==> src/rtl/fb_ctrl.sv <==
// Single-bit pixel port and scan-out byte port sharing one byte-wide synchronous RAM.
// Pixel writes are read-modify-write; every output is registered.
module fb_ctrl #(
  parameter int unsigned WIDTH  = 320,
  parameter int unsigned HEIGHT = 200,
  parameter int unsigned ABITS  = 13
) (
  input  logic             clk,
  input  logic             rst,
  input  logic [8:0]       x_b,
  input  logic [7:0]       y_b,
  input  logic             read_b,
  input  logic             write_b,
  input  logic             in_b,
  output logic             out_b,
  output logic             rdy_b,
  input  logic             scan_req,
  input  logic [ABITS-1:0] scan_addr,
  output logic [7:0]       scan_data,
  output logic             scan_ack,
  output logic [ABITS-1:0] mem_addr,
  output logic             mem_we,
  output logic [7:0]       mem_wdata,
  input  logic [7:0]       mem_rdata
);

  typedef enum logic [2:0] {
    StIdle, StPxWait, StPxData, StPxWb, StScWait, StScData
  } state_e;

  state_e           state_q, state_d;
  logic [2:0]       bit_q, bit_d;
  logic             in_q, in_d;
  logic             wr_q, wr_d;
  logic             oor_q, oor_d;
  logic             out_q, out_d;
  logic             rdy_q, rdy_d;
  logic             ack_q, ack_d;
  logic             we_q, we_d;
  logic [7:0]       sdata_q, sdata_d;
  logic [7:0]       wdata_q, wdata_d;
  logic [ABITS-1:0] addr_q, addr_d;

  logic [ABITS-1:0] px_addr;
  logic             px_oor;

  // y*40 as two shifts; 40 bytes per 320-pixel row.
  assign px_addr = ABITS'({y_b, 5'b0}) + ABITS'({y_b, 3'b0}) + ABITS'(x_b[8:3]);
  assign px_oor  = (32'(x_b) >= WIDTH) || (32'(y_b) >= HEIGHT);

  always_comb begin
    state_d = state_q;
    bit_d   = bit_q;
    in_d    = in_q;
    wr_d    = wr_q;
    oor_d   = oor_q;
    out_d   = out_q;
    rdy_d   = rdy_q;
    ack_d   = 1'b0;
    we_d    = 1'b0;
    sdata_d = sdata_q;
    wdata_d = wdata_q;
    addr_d  = addr_q;
    case (state_q)
      StIdle: begin
        if (write_b || read_b) begin
          // Write wins when both strobes arrive together.
          bit_d   = x_b[2:0];
          in_d    = in_b;
          wr_d    = write_b;
          oor_d   = px_oor;
          addr_d  = px_addr;
          rdy_d   = 1'b0;
          state_d = StPxWait;
        end else if (scan_req) begin
          addr_d  = scan_addr;
          rdy_d   = 1'b0;
          state_d = StScWait;
        end
      end
      StPxWait: state_d = StPxData;
      StPxData: begin
        if (wr_q) begin
          if (!oor_q) begin
            wdata_d         = mem_rdata;
            wdata_d[bit_q]  = in_q;
            we_d            = 1'b1;
          end
          state_d = StPxWb;
        end else begin
          out_d   = oor_q ? 1'b0 : mem_rdata[bit_q];
          rdy_d   = 1'b1;
          state_d = StIdle;
        end
      end
      StPxWb: begin
        rdy_d   = 1'b1;
        state_d = StIdle;
      end
      StScWait: state_d = StScData;
      StScData: begin
        sdata_d = mem_rdata;
        ack_d   = 1'b1;
        rdy_d   = 1'b1;
        state_d = StIdle;
      end
      default: state_d = StIdle;
    endcase
  end

  always_ff @(posedge clk or posedge rst) begin
    if (rst) begin
      state_q <= StIdle;
      bit_q   <= '0;
      in_q    <= 1'b0;
      wr_q    <= 1'b0;
      oor_q   <= 1'b0;
      out_q   <= 1'b0;
      rdy_q   <= 1'b1;
      ack_q   <= 1'b0;
      we_q    <= 1'b0;
      sdata_q <= '0;
      wdata_q <= '0;
      addr_q  <= '0;
    end else begin
      state_q <= state_d;
      bit_q   <= bit_d;
      in_q    <= in_d;
      wr_q    <= wr_d;
      oor_q   <= oor_d;
      out_q   <= out_d;
      rdy_q   <= rdy_d;
      ack_q   <= ack_d;
      we_q    <= we_d;
      sdata_q <= sdata_d;
      wdata_q <= wdata_d;
      addr_q  <= addr_d;
    end
  end

  assign out_b     = out_q;
  assign rdy_b     = rdy_q;
  assign scan_ack  = ack_q;
  assign scan_data = sdata_q;
  assign mem_we    = we_q;
  assign mem_wdata = wdata_q;
  assign mem_addr  = addr_q;

endmodule

==> config.mk <==
export PLATFORM = sky130hd
export DESIGN_NAME = fb_ctrl
export DESIGN_NICKNAME = d
export VERILOG_FILES = /design/src/rtl/fb_ctrl.sv
export SDC_FILE = /design/constraint.sdc
export NUM_CORES = 1
export LEC_CHECK = 0
export BUFFER_PORTS_ARGS = -buffer_cell sky130_fd_sc_hd__buf_4
export CAP_MARGIN = 40
export CELL_PAD_IN_SITES_DETAIL_PLACEMENT = 2
export CELL_PAD_IN_SITES_GLOBAL_PLACEMENT = 2
export CORE_UTILIZATION = 28
export DETAILED_ROUTE_END_ITERATION = 12
export PLACE_DENSITY_LB_ADDON = 0.1
export SYNTH_ARGS = -nofsm -noshare
export SYNTH_HDL_FRONTEND = slang
export SYNTH_SLANG_ARGS = --single-unit
==> constraint.sdc <==
create_clock -name clk -period 1.5 [get_ports clk]
set_input_delay 0.3 -clock clk [delete_from_list [all_inputs] [get_ports clk]]
set_output_delay 0.3 -clock clk [all_outputs]
set_load 0.1 [all_outputs]
==> flow_summary_export.csv <==
group,metric,value,unit
run_status,status,"finished, violations left",
run_status,violations,"setup timing",
yosys,synth_edf_count,0,
place,portBuffers,76,
critical_path,crit_chain,"buf_8 -> inv_4 -> fa_1 -> inv_2 -> ha_4 -> a211oi_2 -> nor2_2 -> o41ai_2 -> xnor2_1 -> a2bb2oi_1",
floorplan,dieArea,9310,µm²
critical_path,rr_worst_depth,6,
route,vias,2411,
sta,finalWorstSetupSlack,-0.402,ns
yosys,synth_top_flop_cell,"dfrtp_1",
route,wire_per_inst,17.5,µm
finish,layout_common_cells,"buf_4, dfrtp_1, nand2_1",
clock_network,htree_levels,2,
critical_path,critPathLaunchType,"input pin",
clock_network,cts_root_buf,"clkbuf_8",
sta,rsz0062_at_grt,"true",
hold_path,hold_path.class,"input pin to asynchronous set/reset pin",
critical_path,r2r-end,"mem_addr[9]",
clock_network,cts_tree,"yes",
critical_path,endpoint_kind,"flop",
critical_path,slowest_stage,"fa_1",
finish,nets,436,
clock_network,numCtsBuffers,5,
critical_path,required,1.73,ns
route,ant_nets,0,
critical_path,reg2reg_from,"state_q[0]",
place,hpwl,6480,µm
finish,area_growth,49.5,%
floorplan,io-pin-count,77,
global_routing,use_met2,0.366,
sta,min_period_over_period,1.27,
global_routing,grt_max_degree,25,
place,placedCellCount,472,
yosys,async_flop_share,1.00,
sta,period_needed,1.90,ns
global_routing,grt_use_met3,0.0313,
clock_network,insertion_delay,0.31,ns
yosys,synth_area_per_cell,9.73,µm²
route,finalWirelength,8470,µm
job,maxCapViolCount,0,
clock_network,cts_sinks,42,
global_routing,antenna_found_initial,0,
sta,slew_viol_final,0,
sta,fmax,0.526,GHz
critical_path,max_stage_delay,0.55,ns
clock_network,ctsLongestPathBuffers,2,
finish,final_cells,484,
floorplan,coreArea,8680,µm²
critical_path,path_max_fanout,2,
global_routing,grt_pass1_wl,13100,µm
route,drc,0,
global_routing,top_usage_layer,"met2",
floorplan,rows,34,
route,drt_iter0_markers,67,
finish,drive_gt1_frac,0.479,
sta,finalSetupViolCount,8,
yosys,synth.net_count,318,
yosys,synth-seq-area-share,0.421,
yosys,synth-seq-cells,42,
route,via_per_inst,4.98,
sta,relSlewSlack,0.726,
global_routing,grt_pass1_vias,2603,
clock_network,clkTransAtPathRegs,0.10,ns
sta,finalHoldViolCount,0,
yosys,ys_types,48,
sta,worst_clock_skew,0.0115,ns
route,drt_first_pass_iters,4,
yosys,synth_warnings,0,
finish,fill_cells,983,
floorplan,fp.dieH,96.5,µm
place,place_congestion,0.749,
global_routing,grt_usage,0.189,
floorplan,start_util,0.288,
critical_path,crit_family,"adder cells",
global_routing,met1_usage,0.207,
yosys,synth_area,2500,µm²
critical_path,regToRegSetupSlack,-0.01,ns
sta,worst_pin_slew,0.405,ns
critical_path,critPathKind,"input pin to flop",
floorplan,dieWidth,96.5,µm
finish,layout_commonest_cell,"buf_4",
yosys,syn_inst,257,
global_routing,grt_overflow,0,
sta,fin_hold_ws,0.0201,ns
critical_path,arrival,2.13,ns
finish,diodes,0,
critical_path,crit_buf_inv,3,
metal layers:
layer	vias up	part of all wire
met5	-	0
met4	0	0.021
met3	15	0.036
met2	61	0.54
met1	1193	0.40
li1	1142	-
worst max-delay path by stage:
| stage | from | end | cells past startpoint | slack (ns) |
|---|---|---|---|---|
| 2_1_floorplan | y_b[2] | mem_addr[11] | 9 | -0.57 |
| 3_3_place_gp | y_b[2] | mem_addr[11] | 10 | -0.74 |
| 3_5_place_dp | y_b[2] | mem_addr[11] | 10 | -0.86 |
| 4_1_cts | x_b[8] | mem_addr[11] | 10 | -0.43 |
| 5_1_grt | x_b[8] | mem_addr[11] | 10 | -0.48 |
| 6_report | x_b[8] | mem_addr[11] | 10 | -0.40 |
sequential cells by signal, indices dropped and copies added, names as in the netlist, 3 cells and up:
name and flops:
state_q 3, scan_data 8, mem_wdata 8, mem_addr 13, bit_q 3
tightest hold or removal path, stage by stage:
cell and delay [ns]:
buf_4 0.11, inv_2 0.05, buf_4 0.26
kinds of logic (layout without fill, tap and decap cells):
group                    count (synthesis)  in the layout  synth area share
AO/OA/AOI/OAI                           58             58             0.149
XOR/XNOR                                 3              3            0.0105
adder cells (fa/ha/maj)                 17             17            0.0910
buffers and inverters                   25            142            0.0595
flip-flops                              42             42             0.421
multiplexers                            25             25             0.109
AND/OR/NAND/NOR                         87             89             0.161
cell type report:
type | count | area [µm²] | area share
clock buffer | 5 | 68.8 | 0.0184
clock inverter | 3 | 23.8 | 0.00636
inverter | 11 | 51.3 | 0.0137
multi-input combinational | 192 | 1430 | 0.382
sequential | 42 | 1060 | 0.282
tap | 108 | 135 | 0.0361
timing repair buffer | 123 | 975 | 0.261
timing repair:
| item | 4_1_cts | 5_1_grt |
|---|---|---|
| gates resized for setup | 17 | 13 |
| setup buffers | 1 | 1 |
| pin swaps | 12 | 4 |
| gates cloned | 2 | 0 |
| setup endpoints to repair | 13 | 23 |
| hold buffers | 0 | 0 |
metrics by stage:
step,cell area [µm²],setup TNS [ns],setup WS [ns],utilization
6_report,3740,-2.13,-0.402,0.431
5_1_grt,3740,-2.84,-0.480,0.431
2_1_floorplan,2550,-2.94,-0.572,-
4_1_cts,3690,-2.11,-0.427,0.425
3_3_place_gp,3510,-4.89,-0.745,0.404
3_5_place_dp,3510,-5.44,-0.858,0.404
synth_stat cells, types with 2 or more instances:
library cell / n / share of area
a211oi_1: 2 / 0.0060
a21o_1: 2 / 0.0060
a21oi_1: 18 / 0.036
a22o_1: 2 / 0.0070
a31oi_1: 7 / 0.018
and3_1: 2 / 0.0050
buf_1: 2 / 0.0030
buf_2: 2 / 0.0040
buf_4: 3 / 0.0090
buf_6: 4 / 0.018
clkbuf_1: 2 / 0.0030
dfrtp_1: 41 / 0.41
fa_1: 2 / 0.016
ha_1: 15 / 0.075
inv_1: 11 / 0.017
mux2_2: 13 / 0.059
mux2i_1: 11 / 0.044
nand2_1: 37 / 0.056
nand3_1: 5 / 0.010
nand3b_1: 2 / 0.0060
nor2_1: 23 / 0.035
nor2b_1: 3 / 0.0075
nor3_1: 6 / 0.012
nor3b_1: 2 / 0.0060
o21ai_0: 8 / 0.016
o21ai_1: 7 / 0.014
o21ai_2: 2 / 0.0070
o22a_1: 2 / 0.0070
xnor2_1: 2 / 0.0070
Power is left out: the tool's default activity adds up to more than one toggle a clock period on the data nets, which glitch-free logic cannot reach.
